[src/rtl/temp_alarm_pkg.sv]
// Shared types for the temperature alarm controller:
// state codes, streak direction codes and the output decode.
package temp_alarm_pkg;

    typedef enum logic [2:0] {
        ST_IDLE       = 3'd0,
        ST_NOTIFY     = 3'd1,
        ST_FAN        = 3'd2,
        ST_FAN_NOTIFY = 3'd3,
        ST_CRITICAL   = 3'd4
    } state_e;

    typedef enum logic [1:0] {
        DIR_NONE = 2'd0,
        DIR_UP   = 2'd1,
        DIR_DOWN = 2'd2
    } dir_e;

    localparam int unsigned LVL_W = 3;

    // Returns {notif, aban} for a given state.
    function automatic logic [1:0] decode_outs(input state_e st);
        logic [1:0] o;
        o = 2'b00;
        case (st)
            ST_NOTIFY:     o = 2'b10;
            ST_FAN:        o = 2'b01;
            ST_FAN_NOTIFY: o = 2'b11;
            ST_CRITICAL:   o = 2'b11;
            default:       o = 2'b00;
        endcase
        return o;
    endfunction

endpackage

[src/rtl/temp_level_classify.sv]
// Combinational classifier: maps a sample to its up-level
// and its hysteresis-widened down-level.
module temp_level_classify #(
    parameter int TEMP_W    = 8,
    parameter int THR_NOTIF = 25,
    parameter int THR_FAN   = 27,
    parameter int THR_BOTH  = 30,
    parameter int THR_CRIT  = 37,
    parameter int HYST      = 2
) (
    input  logic [TEMP_W-1:0] temp,
    output logic [2:0]        up_lvl,
    output logic [2:0]        dn_lvl
);

    localparam logic [TEMP_W:0] T_N = (TEMP_W+1)'(THR_NOTIF);
    localparam logic [TEMP_W:0] T_F = (TEMP_W+1)'(THR_FAN);
    localparam logic [TEMP_W:0] T_B = (TEMP_W+1)'(THR_BOTH);
    localparam logic [TEMP_W:0] T_C = (TEMP_W+1)'(THR_CRIT);
    localparam logic [TEMP_W:0] H   = (TEMP_W+1)'(HYST);

    logic [TEMP_W:0] t_up;
    logic [TEMP_W:0] t_dn;

    function automatic logic [2:0] lvl_of(input logic [TEMP_W:0] v);
        logic [2:0] k;
        k = 3'd0;
        if (v >= T_N) k = 3'd1;
        if (v >= T_F) k = 3'd2;
        if (v >= T_B) k = 3'd3;
        if (v >= T_C) k = 3'd4;
        return k;
    endfunction

    // Extra bit keeps temp + HYST from wrapping near full scale.
    assign t_up   = {1'b0, temp};
    assign t_dn   = {1'b0, temp} + H;
    assign up_lvl = lvl_of(t_up);
    assign dn_lvl = lvl_of(t_dn);

endmodule

[src/rtl/temp_alarm_ctrl.sv]
// Temperature supervision FSM with persistence filtering,
// downward hysteresis and an acknowledged critical-alarm latch.
module temp_alarm_ctrl
    import temp_alarm_pkg::*;
#(
    parameter int TEMP_W    = 8,
    parameter int THR_NOTIF = 25,
    parameter int THR_FAN   = 27,
    parameter int THR_BOTH  = 30,
    parameter int THR_CRIT  = 37,
    parameter int HYST      = 2,
    parameter int PERSIST   = 3
) (
    input  logic              clk,
    input  logic              reset,
    input  logic              sample_valid,
    input  logic [TEMP_W-1:0] temp,
    input  logic              ack,
    output logic              notif,
    output logic              aban,
    output logic              alarm,
    output logic [2:0]        level
);

    localparam int CNT_W = $clog2(PERSIST + 1);

    if (!(THR_NOTIF < THR_FAN && THR_FAN < THR_BOTH &&
          THR_BOTH < THR_CRIT && THR_CRIT < (1 << TEMP_W) &&
          HYST >= 0 && HYST < THR_NOTIF && PERSIST >= 1))
    begin : g_param_err
        $error("temp_alarm_ctrl: illegal parameter set");
    end

    state_e            state_q, state_d;
    dir_e              dir_q, dir_d, new_dir;
    logic [CNT_W-1:0]  cnt_q, cnt_d, cnt_inc;
    logic              latch_q, latch_d;
    logic [2:0]        up_lvl, dn_lvl;
    logic              qual_up, qual_dn;

    temp_level_classify #(
        .TEMP_W    (TEMP_W),
        .THR_NOTIF (THR_NOTIF),
        .THR_FAN   (THR_FAN),
        .THR_BOTH  (THR_BOTH),
        .THR_CRIT  (THR_CRIT),
        .HYST      (HYST)
    ) u_classify (
        .temp   (temp),
        .up_lvl (up_lvl),
        .dn_lvl (dn_lvl)
    );

    assign qual_up = up_lvl > state_q;
    assign qual_dn = dn_lvl < state_q;

    always_ff @(posedge clk or posedge reset) begin
        if (reset) begin
            state_q <= ST_IDLE;
            dir_q   <= DIR_NONE;
            cnt_q   <= '0;
            latch_q <= 1'b0;
        end else begin
            state_q <= state_d;
            dir_q   <= dir_d;
            cnt_q   <= cnt_d;
            latch_q <= latch_d;
        end
    end

    always_comb begin
        state_d = state_q;
        dir_d   = dir_q;
        cnt_d   = cnt_q;
        latch_d = latch_q;
        new_dir = DIR_NONE;
        cnt_inc = '0;

        if (sample_valid) begin
            unique case (1'b1)
                qual_up: new_dir = DIR_UP;
                qual_dn: new_dir = DIR_DOWN;
                default: new_dir = DIR_NONE;
            endcase

            if (new_dir == DIR_NONE) begin
                cnt_d = '0;
                dir_d = DIR_NONE;
            end else begin
                cnt_inc = (dir_q == new_dir) ? cnt_q + 1'b1
                                             : CNT_W'(1);
                // Target level comes from the completing sample only.
                if (cnt_inc == CNT_W'(PERSIST)) begin
                    state_d = state_e'(qual_up ? up_lvl : dn_lvl);
                    cnt_d   = '0;
                    dir_d   = DIR_NONE;
                end else begin
                    cnt_d = cnt_inc;
                    dir_d = new_dir;
                end
            end
        end

        if (state_d == ST_CRITICAL && state_q != ST_CRITICAL)
            latch_d = 1'b1;
        else if (ack && state_q != ST_CRITICAL)
            latch_d = 1'b0;
    end

    assign {notif, aban} = decode_outs(state_q);
    assign level         = state_q;
    assign alarm         = (state_q == ST_CRITICAL) | latch_q;

endmodule

[config.mk]
export PLATFORM = sky130hd
export DESIGN_NAME = temp_alarm_ctrl
export DESIGN_NICKNAME = d
export VERILOG_FILES = /design/src/rtl/temp_alarm_pkg.sv /design/src/rtl/temp_level_classify.sv /design/src/rtl/temp_alarm_ctrl.sv
export SDC_FILE = /design/constraint.sdc
export NUM_CORES = 1
export LEC_CHECK = 0
export ABC_CLOCK_PERIOD_IN_PS = 3750
export BUFFER_PORTS_ARGS = -buffer_cell sky130_fd_sc_hd__buf_4
export CAP_MARGIN = 20
export CORE_MARGIN = 1
export CORE_UTILIZATION = 60
export CTS_CLUSTER_SIZE = 30
export DETAILED_ROUTE_END_ITERATION = 12
export GPL_TIMING_DRIVEN = 0
export PLACE_DENSITY = 0.84
export SYNTH_ARGS = -nofsm -noshare
export SYNTH_HDL_FRONTEND = slang
export SYNTH_HIERARCHICAL = 1
export SYNTH_SLANG_ARGS = --single-unit
[constraint.sdc]
create_clock -name clk -period 3.75 [get_ports clk]
set_input_delay 0.75 -clock clk [delete_from_list [all_inputs] [get_ports clk]]
set_output_delay 0.75 -clock clk [all_outputs]
set_load 0.01 [all_outputs]
==> results.txt <==
status: finished, final reports clean
Worst Path Arrival: 3.80 ns
Slew HR: 52.2%
global-route wire length before repair: 3.69 mm
CP required: 3.95 ns
Static Leak: 0.574 nW
initial core utilization: 64.1%
Site Rows: 15
EDFF count, synth: 0
Core Util, Final: 75.4%
post-DP HPWL: 1.81 mm
PwrDens: 532 nW/um^2
CP Launch Type: primary input
Post-Place Worst Slack: -0.127 ns
asr flop ratio synth: 100%
most common cell after layout, fill and taps aside: buf_4
# Max-Cap Violations: 0
placed insts: 173
Synth area leaders: dfrtp_1, ha_1, mux2i_1, o21ai_0, inv_1
Worst-path clk slew: 0.06 ns
YS warnings: 6
maximum VDD drop: 0.472 mV
CTS Buf Count: 3
final std cells w/o fill: 176
Hold-fix buffers, CTS: 0
Top FF cell, synth: dfrtp_1
Max Clock Skew: 0.0168 ns
Final #Nets: 175
met2 WL: 1.17 mm
fin crit period: 3.60 ns
drt initial violations: 31
routed len/inst: 13.5 um
Sink Count: 8
dominant cell type by area after synthesis: dfrtp_1
Port Buffer Count: 16
Synth Instances: 132
later-pin clock latency in the skew report: 0.27 ns
I/O Pins: 18
Worst-Margin Slew: 0.712 ns
#FFs+latches synth: 8
DRT antenna net count: 0
vias per cell: 5.88
post-synthesis cell area: 1110 sq um
Die Width: 44.9 um
Setup TNS Final: 0 ns
CTS tree: yes
Max Freq: 0.278 GHz
synthesized net count: 154
Final WS setup: 0.154 ns
maximum level of the CTS H-tree: 1
1st-pass router iterations: 4
Total GRT Usage: 25.1%
DRC Markers: 0
Hold WC Path Type: primary input to async pin
final WL: 2.38 mm
most frequent cells in the layout: buf_4, inv_1, ha_1, o21ai_0, nand2_1
share of layout cells above drive strength 1: 26.5%
Final Hold Vio Count: 0
die area: 2020 sq um
pin count of the biggest net entering global routing: 11
Post-CTS Setup Bufs: 0
Resize count post-CTS: 0
Pins Over Slew Limit: 0
Layout area overhead: 17.6%
R2R depth: 6
antenna cells: 0
core box area: 1730 sq um
worst-path maximum fanout: 9
Synth top area share: 18.1%
synthesized area per cell: 8.38 sq um
initial antenna violation count: 0
vias in the first global route: 907
met1 WL: 1.06 mm
RePlAce Congestion: 0.847
gr ovfl total: 0
met3 wire length: 125 um
CTS Buffer Depth: 2
uppermost layer routed: met4
setup violators final: 0
sequential share of the synthesized area: 18.1%
CP Capture Type: flop
routed vias: 1034
Worst R2R Setup Slack: 1.43 ns
Netlist cell types: 49
crit path kind: primary input to flop
die height: 44.9 um
fin crit share: 95.9%
clk root buf: clkbuf_4
cells in the mapped netlist, types with 2 or more instances:
library cell  instances
a211oi_1              3
a21oi_1               7
a311oi_1              2
a31oi_1               2
and2_1                3
buf_6                 3
dfrtp_1               8
ha_1                 10
inv_1                11
mux2_2                2
mux2i_1               7
nand2_1               9
nand2b_1              3
nand3_1               4
nor2_1                7
nor2b_1               2
nor2b_2               2
o211ai_1              2
o21a_1                3
o21ai_0              10
or2_2                 2
xnor2_1               3
worst paths after layout:
kind | endpoint | from
max | level[1] | temp[1]
min | level[0] | reset
max reg2reg | latch_q | level[1]
min reg2reg | latch_q | latch_q
max in group asynchronous | cnt_q[1] | reset
min in group clk | latch_q | latch_q
per-stage QoR:
| step | area [sq um] | hold slack, ns | power (mW) |
|---|---|---|---|
| 4_1_cts | 1280 | 0.426 | 0.679 |
| 6_report | 1300 | 0.421 | 0.692 |
| 3_5_place_dp | 1260 | 0.472 | 0.607 |
| 2_1_floorplan | 1110 | 0.457 | 0.475 |
| 3_3_place_gp | 1260 | 0.471 | 0.589 |
| 5_1_grt | 1300 | 0.442 | 0.756 |
logic make-up (layout without fill, tap and decap cells):
kind of cell	Yosys count	in the layout	synth area share (%)
flops	8	8	18.1
fa+ha+maj	10	10	11.3
mux	9	9	8.37
buf+inv	15	34	8.14
simple gates	48	48	27.3
xor+xnor	3	3	2.38
compound gates	39	39	24.4
layout make-up:
type	count	area, sq um
flip-flops and latches	8	200
multi-input cells	109	837
fillers	146	425
repair buffers	16	120
plain buffers	4	48.8
clock buffers	3	22.5
well taps	25	31.3
inverters	11	41.3
power by group:
| part | leakage [nW] | switching, mW | internal (mW) | total, mW |
|---|---|---|---|---|
| clock | 0.0138 | 0.0330 | 0.0369 | 0.0699 |
| sequential | 0.0946 | 0.0346 | 0.123 | 0.158 |
| combinational | 0.465 | 0.252 | 0.212 | 0.464 |
| total | 0.574 | 0.320 | 0.372 | 0.692 |
registers in the layout, summed over array words and instances (netlist names):
name,cells
latch_q,1
level,3
dir_q,2
cnt_q,2
worst max-delay path, cell delays in order:
cell and delay (ns):
buf_4 0.10, buf_6 0.13, inv_1 0.06, ha_1 0.34, a21oi_2 0.15, nor2b_2 0.05, o41a_1 0.35, or2_1 0.28
ha_1 0.31, a21oi_2 0.14, o21ai_0 0.11, or3_2 0.52, o211ai_4 0.26, mux2i_1 0.21
routing by layer:
layer / global-route usage (%) / vias up
met1: 32.2 / 477
met3: 7.20 / 2
met5: 0 / -
li1: - / 525
met2: 41.7 / 30
met4: 5.45 / 0
Note: power is estimated with default switching activity, not from simulation.
